[config.mk]
export PLATFORM = sky130hd
export DESIGN_NAME = ps2_keyboard_receiver
export DESIGN_NICKNAME = d
export VERILOG_FILES = /design/src/rtl/ps2_keyboard_receiver.sv
export SDC_FILE = /design/constraint.sdc
export NUM_CORES = 1
export LEC_CHECK = 0
export BUFFER_PORTS_ARGS = -buffer_cell sky130_fd_sc_hd__buf_2
export CAP_MARGIN = 20
export CORE_UTILIZATION = 54
export DETAILED_ROUTE_END_ITERATION = 7
export GPL_ROUTABILITY_DRIVEN = 1
export PLACE_DENSITY = 0.75
export SYNTH_ARGS = -nofsm -noshare
export SYNTH_HDL_FRONTEND = slang
export SYNTH_SLANG_ARGS = --single-unit
[constraint.sdc]
create_clock -name clk -period 2 [get_ports clk]
set_clock_uncertainty 0.1 [all_clocks]
set_input_delay 0.3 -clock clk [delete_from_list [all_inputs] [get_ports clk]]
set_output_delay 0.3 -clock clk [all_outputs]
set_load 0.01 [all_outputs]
[src/rtl/ps2_keyboard_receiver.sv]
// PS/2 keyboard receiver: synchronizes and glitch-filters the device clock, deserializes
// 11-bit frames and decodes E0/F0 prefixes into key events. Optional macro: PS2_PARITY_CHECK_EN.
module ps2_keyboard_receiver #(
    parameter int unsigned FILTER_LEN     = 8,
    parameter int unsigned TIMEOUT_CYCLES = 200000
) (
    input  logic       clk,
    input  logic       reset,
    input  logic       ps2_clk,
    input  logic       ps2_data,
    output logic [7:0] ps2_data_out,
    output logic       key_strobe,
    output logic       key_extended,
    output logic       key_break,
    output logic       frame_error
);

    localparam int unsigned CODE_W   = 8;
    localparam int unsigned CNT_W    = 4;
    localparam int unsigned TO_W     = $clog2(TIMEOUT_CYCLES + 1);
    localparam logic [CODE_W-1:0] CODE_EXT = 8'hE0;
    localparam logic [CODE_W-1:0] CODE_BRK = 8'hF0;
    localparam logic [CNT_W-1:0]  CNT_PAR  = 4'd8;
    localparam logic [TO_W-1:0]   TO_LAST  = TO_W'(TIMEOUT_CYCLES - 1);

    typedef enum logic [1:0] {
        S_IDLE,
        S_RECV,
        S_CHECK,
        S_DECODE
    } state_t;

    // Reset: asserts asynchronously, releases two clocks after the pin goes high
    logic [1:0] rst_sync;
    logic       rst_n;

    always_ff @(posedge clk or negedge reset) begin
        if (!reset) rst_sync <= 2'b00;
        else        rst_sync <= {rst_sync[0], 1'b1};
    end

    assign rst_n = rst_sync[1];

    // Two-flop synchronizers; PS/2 lines idle high
    logic [1:0] clk_sync;
    logic [1:0] data_sync;
    logic       data_s;

    always_ff @(posedge clk or negedge rst_n) begin
        if (!rst_n) begin
            clk_sync  <= 2'b11;
            data_sync <= 2'b11;
        end else begin
            clk_sync  <= {clk_sync[0], ps2_clk};
            data_sync <= {data_sync[0], ps2_data};
        end
    end

    assign data_s = data_sync[1];

    // Filtered clock only flips after FILTER_LEN identical samples
    logic [FILTER_LEN-1:0] filt_sh;
    logic                  filt_q;
    logic                  fall_c;

    always_ff @(posedge clk or negedge rst_n) begin
        if (!rst_n) begin
            filt_sh <= '1;
            filt_q  <= 1'b1;
        end else begin
            filt_sh <= {filt_sh[FILTER_LEN-2:0], clk_sync[1]};
            if (&filt_sh)       filt_q <= 1'b1;
            else if (~|filt_sh) filt_q <= 1'b0;
        end
    end

    assign fall_c = filt_q & ~|filt_sh;

    state_t            state_q, state_d;
    logic [CNT_W-1:0]  bit_cnt_q, bit_cnt_d;
    logic [CODE_W-1:0] shift_q, shift_d;
    logic              stop_q, stop_d;
    logic [TO_W-1:0]   to_cnt_q, to_cnt_d;
    logic              ext_pend_q, ext_pend_d;
    logic              brk_pend_q, brk_pend_d;
    logic [CODE_W-1:0] code_q, code_d;
    logic              strobe_q, strobe_d;
    logic              ext_q, ext_d;
    logic              brk_q, brk_d;
    logic              err_q, err_d;
    logic              frame_ok_c;
`ifdef PS2_PARITY_CHECK_EN
    logic              parity_q, parity_d;
`endif

    always_ff @(posedge clk or negedge rst_n) begin
        if (!rst_n) begin
            state_q    <= S_IDLE;
            bit_cnt_q  <= '0;
            shift_q    <= '0;
            stop_q     <= 1'b0;
            to_cnt_q   <= '0;
            ext_pend_q <= 1'b0;
            brk_pend_q <= 1'b0;
            code_q     <= '0;
            strobe_q   <= 1'b0;
            ext_q      <= 1'b0;
            brk_q      <= 1'b0;
            err_q      <= 1'b0;
`ifdef PS2_PARITY_CHECK_EN
            parity_q   <= 1'b0;
`endif
        end else begin
            state_q    <= state_d;
            bit_cnt_q  <= bit_cnt_d;
            shift_q    <= shift_d;
            stop_q     <= stop_d;
            to_cnt_q   <= to_cnt_d;
            ext_pend_q <= ext_pend_d;
            brk_pend_q <= brk_pend_d;
            code_q     <= code_d;
            strobe_q   <= strobe_d;
            ext_q      <= ext_d;
            brk_q      <= brk_d;
            err_q      <= err_d;
`ifdef PS2_PARITY_CHECK_EN
            parity_q   <= parity_d;
`endif
        end
    end

    // Event outputs are loaded on the CHECK exit, so they are visible during DECODE
    always_comb begin
        state_d    = state_q;
        bit_cnt_d  = bit_cnt_q;
        shift_d    = shift_q;
        stop_d     = stop_q;
        to_cnt_d   = to_cnt_q;
        ext_pend_d = ext_pend_q;
        brk_pend_d = brk_pend_q;
        code_d     = code_q;
        strobe_d   = 1'b0;
        ext_d      = 1'b0;
        brk_d      = 1'b0;
        err_d      = 1'b0;
`ifdef PS2_PARITY_CHECK_EN
        parity_d   = parity_q;
        frame_ok_c = stop_q & (^{shift_q, parity_q});
`else
        frame_ok_c = stop_q;
`endif

        case (state_q)
            S_IDLE: begin
                to_cnt_d = '0;
                if (fall_c && !data_s) begin
                    state_d   = S_RECV;
                    bit_cnt_d = '0;
                end
            end
            S_RECV: begin
                if (fall_c) begin
                    to_cnt_d  = '0;
                    bit_cnt_d = bit_cnt_q + 4'd1;
                    if (bit_cnt_q < CNT_PAR) begin
                        shift_d = {data_s, shift_q[CODE_W-1:1]};
                    end else if (bit_cnt_q == CNT_PAR) begin
`ifdef PS2_PARITY_CHECK_EN
                        parity_d = data_s;
`endif
                    end else begin
                        stop_d  = data_s;
                        state_d = S_CHECK;
                    end
                end else if (to_cnt_q == TO_LAST) begin
                    err_d   = 1'b1;
                    state_d = S_IDLE;
                end else begin
                    to_cnt_d = to_cnt_q + TO_W'(1);
                end
            end
            S_CHECK: begin
                state_d = S_IDLE;
                if (!frame_ok_c) begin
                    err_d      = 1'b1;
                    ext_pend_d = 1'b0;
                    brk_pend_d = 1'b0;
                end else begin
                    state_d = S_DECODE;
                    if (shift_q == CODE_EXT) begin
                        ext_pend_d = 1'b1;
                    end else if (shift_q == CODE_BRK) begin
                        brk_pend_d = 1'b1;
                    end else begin
                        strobe_d   = 1'b1;
                        ext_d      = ext_pend_q;
                        brk_d      = brk_pend_q;
                        ext_pend_d = 1'b0;
                        brk_pend_d = 1'b0;
                        if (!brk_pend_q)            code_d = shift_q;
                        else if (shift_q == code_q) code_d = '0;
                    end
                end
            end
            S_DECODE: state_d = S_IDLE;
            default:  state_d = S_IDLE;
        endcase
    end

    assign ps2_data_out = code_q;
    assign key_strobe   = strobe_q;
    assign key_extended = ext_q;
    assign key_break    = brk_q;
    assign frame_error  = err_q;

endmodule

---- Word-level counts from Yosys, hierarchy flattened ----
Cells that the tools add are included.
storage, ports and cells
  input bits .............................. 4
  register bits ........................... 62
cells by class
  eq/ne operators ......................... 18
  add/sub/neg operators ................... 2
  bitwise gates (word level) .............. 5
  $lt $le $gt $ge ......................... 1
  reduce and logical (&&, ||, !) cells .... 15
  muxes and demuxes ....................... 39
operators by type and width
  operator                                                         count
  18-bit 2-to-1 mux                                                2
  18-bit case mux with 2 select lines                              1
  1-bit 2-to-1 mux                                                 23
  18-bit by 1-bit adder with 18-bit output, second input constant  1
  18-bit == test, second input constant                            1
  8-bit == test, second input constant                             2
  8-bit 2-to-1 mux                                                 2
  3-bit inequality test, second input constant                     5
  2-bit 2-to-1 mux                                                 6
  8-bit == test                                                    1
  4-bit 2-to-1 mux                                                 2
  2-bit inequality test, second input constant                     4
  2-bit case mux with 4 select lines                               1
  4-bit case mux with 2 select lines                               1
  4-bit AND reduction                                              2
  8-bit AND reduction                                              1
  8-bit OR reduction                                               1
  2-bit AND reduction                                              3
  3-bit AND reduction                                              2
  5-bit AND reduction                                              1
  4-bit by 1-bit adder with 4-bit output, second input constant    1
  2-bit == test, second input constant                             2
  4-bit == test, second input constant                             1
  4-bit less-than comparator, second input constant                1
  9 further kinds                                                  13

---- Depth between registers and ports, before layout ----
  word-level depth ........................ 6
  gate-level depth with buffers ........... 8
  depth with buffers taken out ............ 6

---- Least setup slack after synthesis ----
Ideal clock, no wire load.
  path type ............................... flip-flop to flip-flop
  from .................................... register filt_sh[1]
  to ...................................... register state_q[1]
  cell stages (with the launch flop) ...... 6
  clock period less this slack ............ 2065 ps
  arrival time ............................ 1838 ps
  buffers on the path ..................... 0
  data required time ...................... 1773 ps
  path slack .............................. -65 ps
  cell sequence ........................... dfstp_2 -> or4_1 -> nor3_4 -> nor2_2 -> a211o_1 -> mux2_1
between the ends
  cells in the longest elaborated chain, start to end .. 6
RTL lines
  item                                    line  source
  from (decl)                             62    logic [FILTER_LEN-1:0] filt_sh;
  from (signal assigned)                  71    filt_sh <= {filt_sh[FILTER_LEN-2:0], clk_sync[1]};
  8-bit OR reduction *                    77    assign fall_c = filt_q & ~|filt_sh;
  1-bit zero test *                       77
  1-bit bitwise AND *                     77
  1-bit logical AND                       156   if (fall_c && !data_s) begin
  2-bit inequality test (no source line)  -
  4-bit AND reduction (no source line)    -
  to (signal assigned)                    114   state_q <= state_d;
  to (decl)                               79    state_t state_q, state_d;
Mark *: on every way between the ends. The rest lies on a longest branch, timed or not.
A chain may end at the register's enable or synchronous reset.

---- Worst setup path in the final report ----
Ends and elaborated chain as after synthesis.

==> metrics.txt <==
# TYPE chip_impl_metric gauge
chip_impl_info{name="synth.top_cells.by_area",value="dfrtp_1, dfstp_2, o21ai_0"} 1
chip_impl_metric{name="synth_cell_type_count",unit=""} 46
chip_impl_info{name="synthDominantAreaCellType",value="dfrtp_1"} 1
chip_impl_info{name="crit_path_start",value="filt_sh[1]"} 1
chip_impl_metric{name="port-buffer-count",unit=""} 15
chip_impl_metric{name="timing.slew.headroom",unit="%"} 66.3
chip_impl_metric{name="drive_above_1_share",unit="%"} 29.1
chip_impl_metric{name="post_drt_via_cell_ratio",unit=""} 5.78
chip_impl_info{name="outcome",value="complete, but fails checks"} 1
chip_impl_metric{name="post_synth_instance_area",unit="µm²"} 2840
chip_impl_metric{name="route.vias.total",unit=""} 2190
chip_impl_metric{name="timing.critical_path.arrival",unit="ns"} 2.12
chip_impl_info{name="rsz0062_at_grt",value="yes"} 1
chip_impl_metric{name="global_route.overflow_total",unit=""} 0
chip_impl_metric{name="min_period_over_period",unit="%"} 101
chip_impl_metric{name="seqCellArea",unit="µm²"} 1570
chip_impl_info{name="dominantRegCellSynth",value="dfrtp_1"} 1
chip_impl_metric{name="final-setup-viol-count",unit=""} 1
chip_impl_metric{name="numClockSinks",unit=""} 62
chip_impl_metric{name="detailed_place_hpwl",unit="µm"} 3610
chip_impl_metric{name="fillers",unit=""} 376
chip_impl_metric{name="synth_enable_flop_cells",unit=""} 0
chip_impl_metric{name="syn_inst",unit=""} 260
chip_impl_metric{name="die_w",unit="µm"} 74.6
chip_impl_metric{name="max_freq",unit="MHz"} 494
chip_impl_info{name="tritoncts_clock_tree",value="done"} 1
chip_impl_metric{name="power.static_leakage",unit="µW"} 0.00155
chip_impl_metric{name="postSynth.asyncResetShare",unit="%"} 100
chip_impl_metric{name="insertion_delay",unit="ns"} 0.33
chip_impl_metric{name="max_slew.worst_pin.slew",unit="ns"} 0.502
chip_impl_metric{name="grt_start_max_net_pins",unit=""} 61
chip_impl_metric{name="multiInputGateArea",unit="µm²"} 1260
chip_impl_metric{name="grt_first_pass_wirelength",unit="µm"} 9030
chip_impl_metric{name="mappedNetlistNets",unit=""} 270
chip_impl_info{name="hp-class",value="reg2async"} 1
chip_impl_metric{name="fp.coreArea",unit="µm²"} 5070
chip_impl_metric{name="total_switching_power",unit="µW"} 970
chip_impl_metric{name="synthDominantCellAreaShare",unit="%"} 43.1
chip_impl_metric{name="floorplan.io_pins",unit=""} 16
chip_impl_metric{name="ys_ff_latch",unit=""} 62
chip_impl_metric{name="global_router_s_overall_resource_usage",unit="%"} 21.8
chip_impl_metric{name="std_cell_rows",unit=""} 26
chip_impl_metric{name="clkSlewWorstSetupHoldPaths",unit="ns"} 0.06
chip_impl_info{name="crit_path_start_kind",value="flop"} 1
chip_impl_info{name="critPathKind",value="reg2reg"} 1
chip_impl_metric{name="synth_seq_area_share",unit="%"} 55.1
chip_impl_metric{name="internal_power",unit="µW"} 2430
chip_impl_info{name="violations",value="negative setup slack"} 1
chip_impl_metric{name="power_frac_comb",unit="%"} 24.6
chip_impl_metric{name="detailedRoute.firstIterationViolations",unit=""} 166
chip_impl_metric{name="initial_utilization",unit="%"} 56.0
chip_impl_metric{name="nNetsFinal",unit=""} 314
chip_impl_metric{name="detail_route.drc_violations",unit=""} 0
chip_impl_metric{name="switching_share",unit="%"} 28.5
chip_impl_metric{name="share_seq_of_total_power",unit="%"} 41.3
chip_impl_metric{name="finalWorstPathRequiredPeriod",unit="ns"} 2.02
chip_impl_metric{name="final_max_slew_viol_count",unit=""} 0
chip_impl_info{name="r2r_start",value="filt_sh[1]"} 1
chip_impl_metric{name="util_after_layout",unit="%"} 68.9
chip_impl_metric{name="final.setup.worst_slack",unit="ns"} -0.0232
chip_impl_metric{name="grt_pass1_vias",unit=""} 1978
chip_impl_metric{name="length_of_the_first_detailed_routing_pass_in_iterations",unit=""} 4
chip_impl_metric{name="design.die.area",unit="µm²"} 5560
chip_impl_metric{name="share_clk_of_total_power",unit="%"} 34.1
chip_impl_metric{name="antenna_violations_before_repair",unit=""} 0
chip_impl_metric{name="synth.avg_cell_area",unit="µm²"} 10.9
chip_impl_metric{name="num_antenna_cells",unit=""} 0
chip_impl_metric{name="ys_warn_count",unit=""} 0
chip_impl_metric{name="die_height",unit="µm"} 74.6
chip_impl_metric{name="antenna_left",unit=""} 0
chip_impl_info{name="critical_path.endpoint_type",value="flop"} 1
chip_impl_metric{name="cp.required",unit="ns"} 2.10
chip_impl_info{name="clock_tree_root",value="clkbuf_8"} 1
chip_impl_metric{name="routed_wire_length_per_instance",unit="µm"} 14.5
chip_impl_metric{name="power.density_cell_area",unit="nW/µm²"} 973
chip_impl_metric{name="cts_buffers",unit=""} 9
chip_impl_metric{name="gp_congestion",unit=""} 0.803
chip_impl_info{name="synth_top_cells_by_count",value="dfrtp_1, o21ai_0, nand2_1"} 1
chip_impl_metric{name="htree_levels",unit=""} 3
chip_impl_metric{name="path_max_fanout",unit=""} 3
chip_impl_metric{name="preCtsSetupSlack",unit="ns"} -0.0372
chip_impl_metric{name="vdd.ir_drop.worst",unit="V"} 0.000933
chip_impl_metric{name="drv_cap",unit=""} 0
chip_impl_metric{name="hold_viol_final",unit=""} 0
chip_impl_metric{name="cts.path.max_buffers",unit=""} 2
chip_impl_metric{name="areaGrowthSynthToFinish",unit="%"} 23.0
chip_impl_info{name="synth.most_common_cell",value="dfrtp_1"} 1
chip_impl_metric{name="routed_wire_length",unit="µm"} 5480
-- critical path, stage by stage (launching register included) --
cell and delay (ns):
dfstp_2 0.38, or4_4 0.57, nor3_4 0.20, nor2_2 0.06, a211o_1 0.27, mux2_1 0.32
-- cell usage in the layout (no fill, tap or decap), types with 11 or more instances in the layout --
cell type / netlist / layout
buf_4: 0 / 20
dfstp_2: 13 / 13
nor2_1: 11 / 11
nand2_1: 15 / 14
a21oi_1: 14 / 14
a31oi_1: 12 / 12
o21ai_0: 20 / 16
nand3_1: 11 / 11
buf_2: 2 / 15
dfrtp_1: 49 / 48
-- routing by layer --
metal | vias to the layer above | track usage, % | share of wire [%]
met2 | 42 | 31.1 | 47
li1 | 1063 | - | -
met3 | 10 | 7.18 | 3.5
met1 | 1075 | 31.6 | 48
met4 | 0 | 7.13 | 1.1
met5 | - | 0 | 0
-- power groups by stage --
stage	Clock [µW]	Sequential, µW	Combinational (µW)
floorplan	0	1420	469
global placement	0	1420	701
detailed placement	0	1420	710
CTS	1190	1400	728
global route	1240	1420	916
finish	1160	1410	837
-- cell families (layout without fill, tap and decap cells) --
group / after synthesis / in the layout / synth area share, %
mux: 10 / 10 / 3.92
compound gates: 81 / 81 / 18.9
xor+xnor: 8 / 8 / 2.46
flops: 62 / 62 / 55.1
simple gates: 73 / 73 / 14.2
fa+ha+maj: 6 / 6 / 2.64
other cells: 1 / 1 / 0.132
buf+inv: 19 / 68 / 2.60
-- flip-flops by register name (all words and copies together), names as in the netlist --
register,count
bit_cnt_q,4
shift_q,8
brk_pend_q,1
data_sync,2
key_strobe,1
frame_error,1
frame_ok_c,1
filt_q,1
key_extended,1
clk_sync,2
state_q,2
ext_pend_q,1
to_cnt_q,18
key_break,1
rst_sync,2
filt_sh,8
ps2_data_out,8
-- cell type report --
| type | count | area share (%) |
|---|---|---|
| clock buffer | 13 | 3.97 |
| sequential | 62 | 44.9 |
| inverter | 10 | 1.07 |
| multi-input combinational | 179 | 36.1 |
| clock inverter | 3 | 1.97 |
| timing repair buffer | 42 | 9.48 |
| tap | 70 | 2.50 |
-- final timing paths --
path | end | slack [ns] | depth (start not counted)
setup reg to reg | state_q[1] | -0.02 | 5
max in group asynchronous | filt_sh[2] | 1.34 | 1
setup / recovery | state_q[1] | -0.02 | 5
hold / removal | shift_q[6] | 0.17 | 1
min in group clk | data_sync[1] | 0.26 | 0
hold reg to reg | shift_q[6] | 0.17 | 1
-- metrics by stage --
step	instance area, µm²	setup TNS (ns)	std cells	hold slack, ns	total power, µW
detailed placement	3160	-0.0372	358	-0.0141	2130
global route	3500	-0.0848	379	0.171	3580
finish	3500	-0.0232	379	0.166	3400
global placement	3160	0	358	-0.0149	2120
floorplan	2850	-0.0588	260	-0.0956	1890
CTS	3420	-0.0227	377	0.156	3310
-- timing repair --
action / 4_1_cts / 5_1_grt
buffers inserted: 0 / 1
pin swaps: 0 / 1
cloned: 0 / 1
setup endpoints to repair: 7 / 26
hold endpoints to repair: 4 / 0
hold buffers: 3 / 0
gates resized for setup: 3 / 12
No activity file was read; power rests on OpenSTA's default activity.
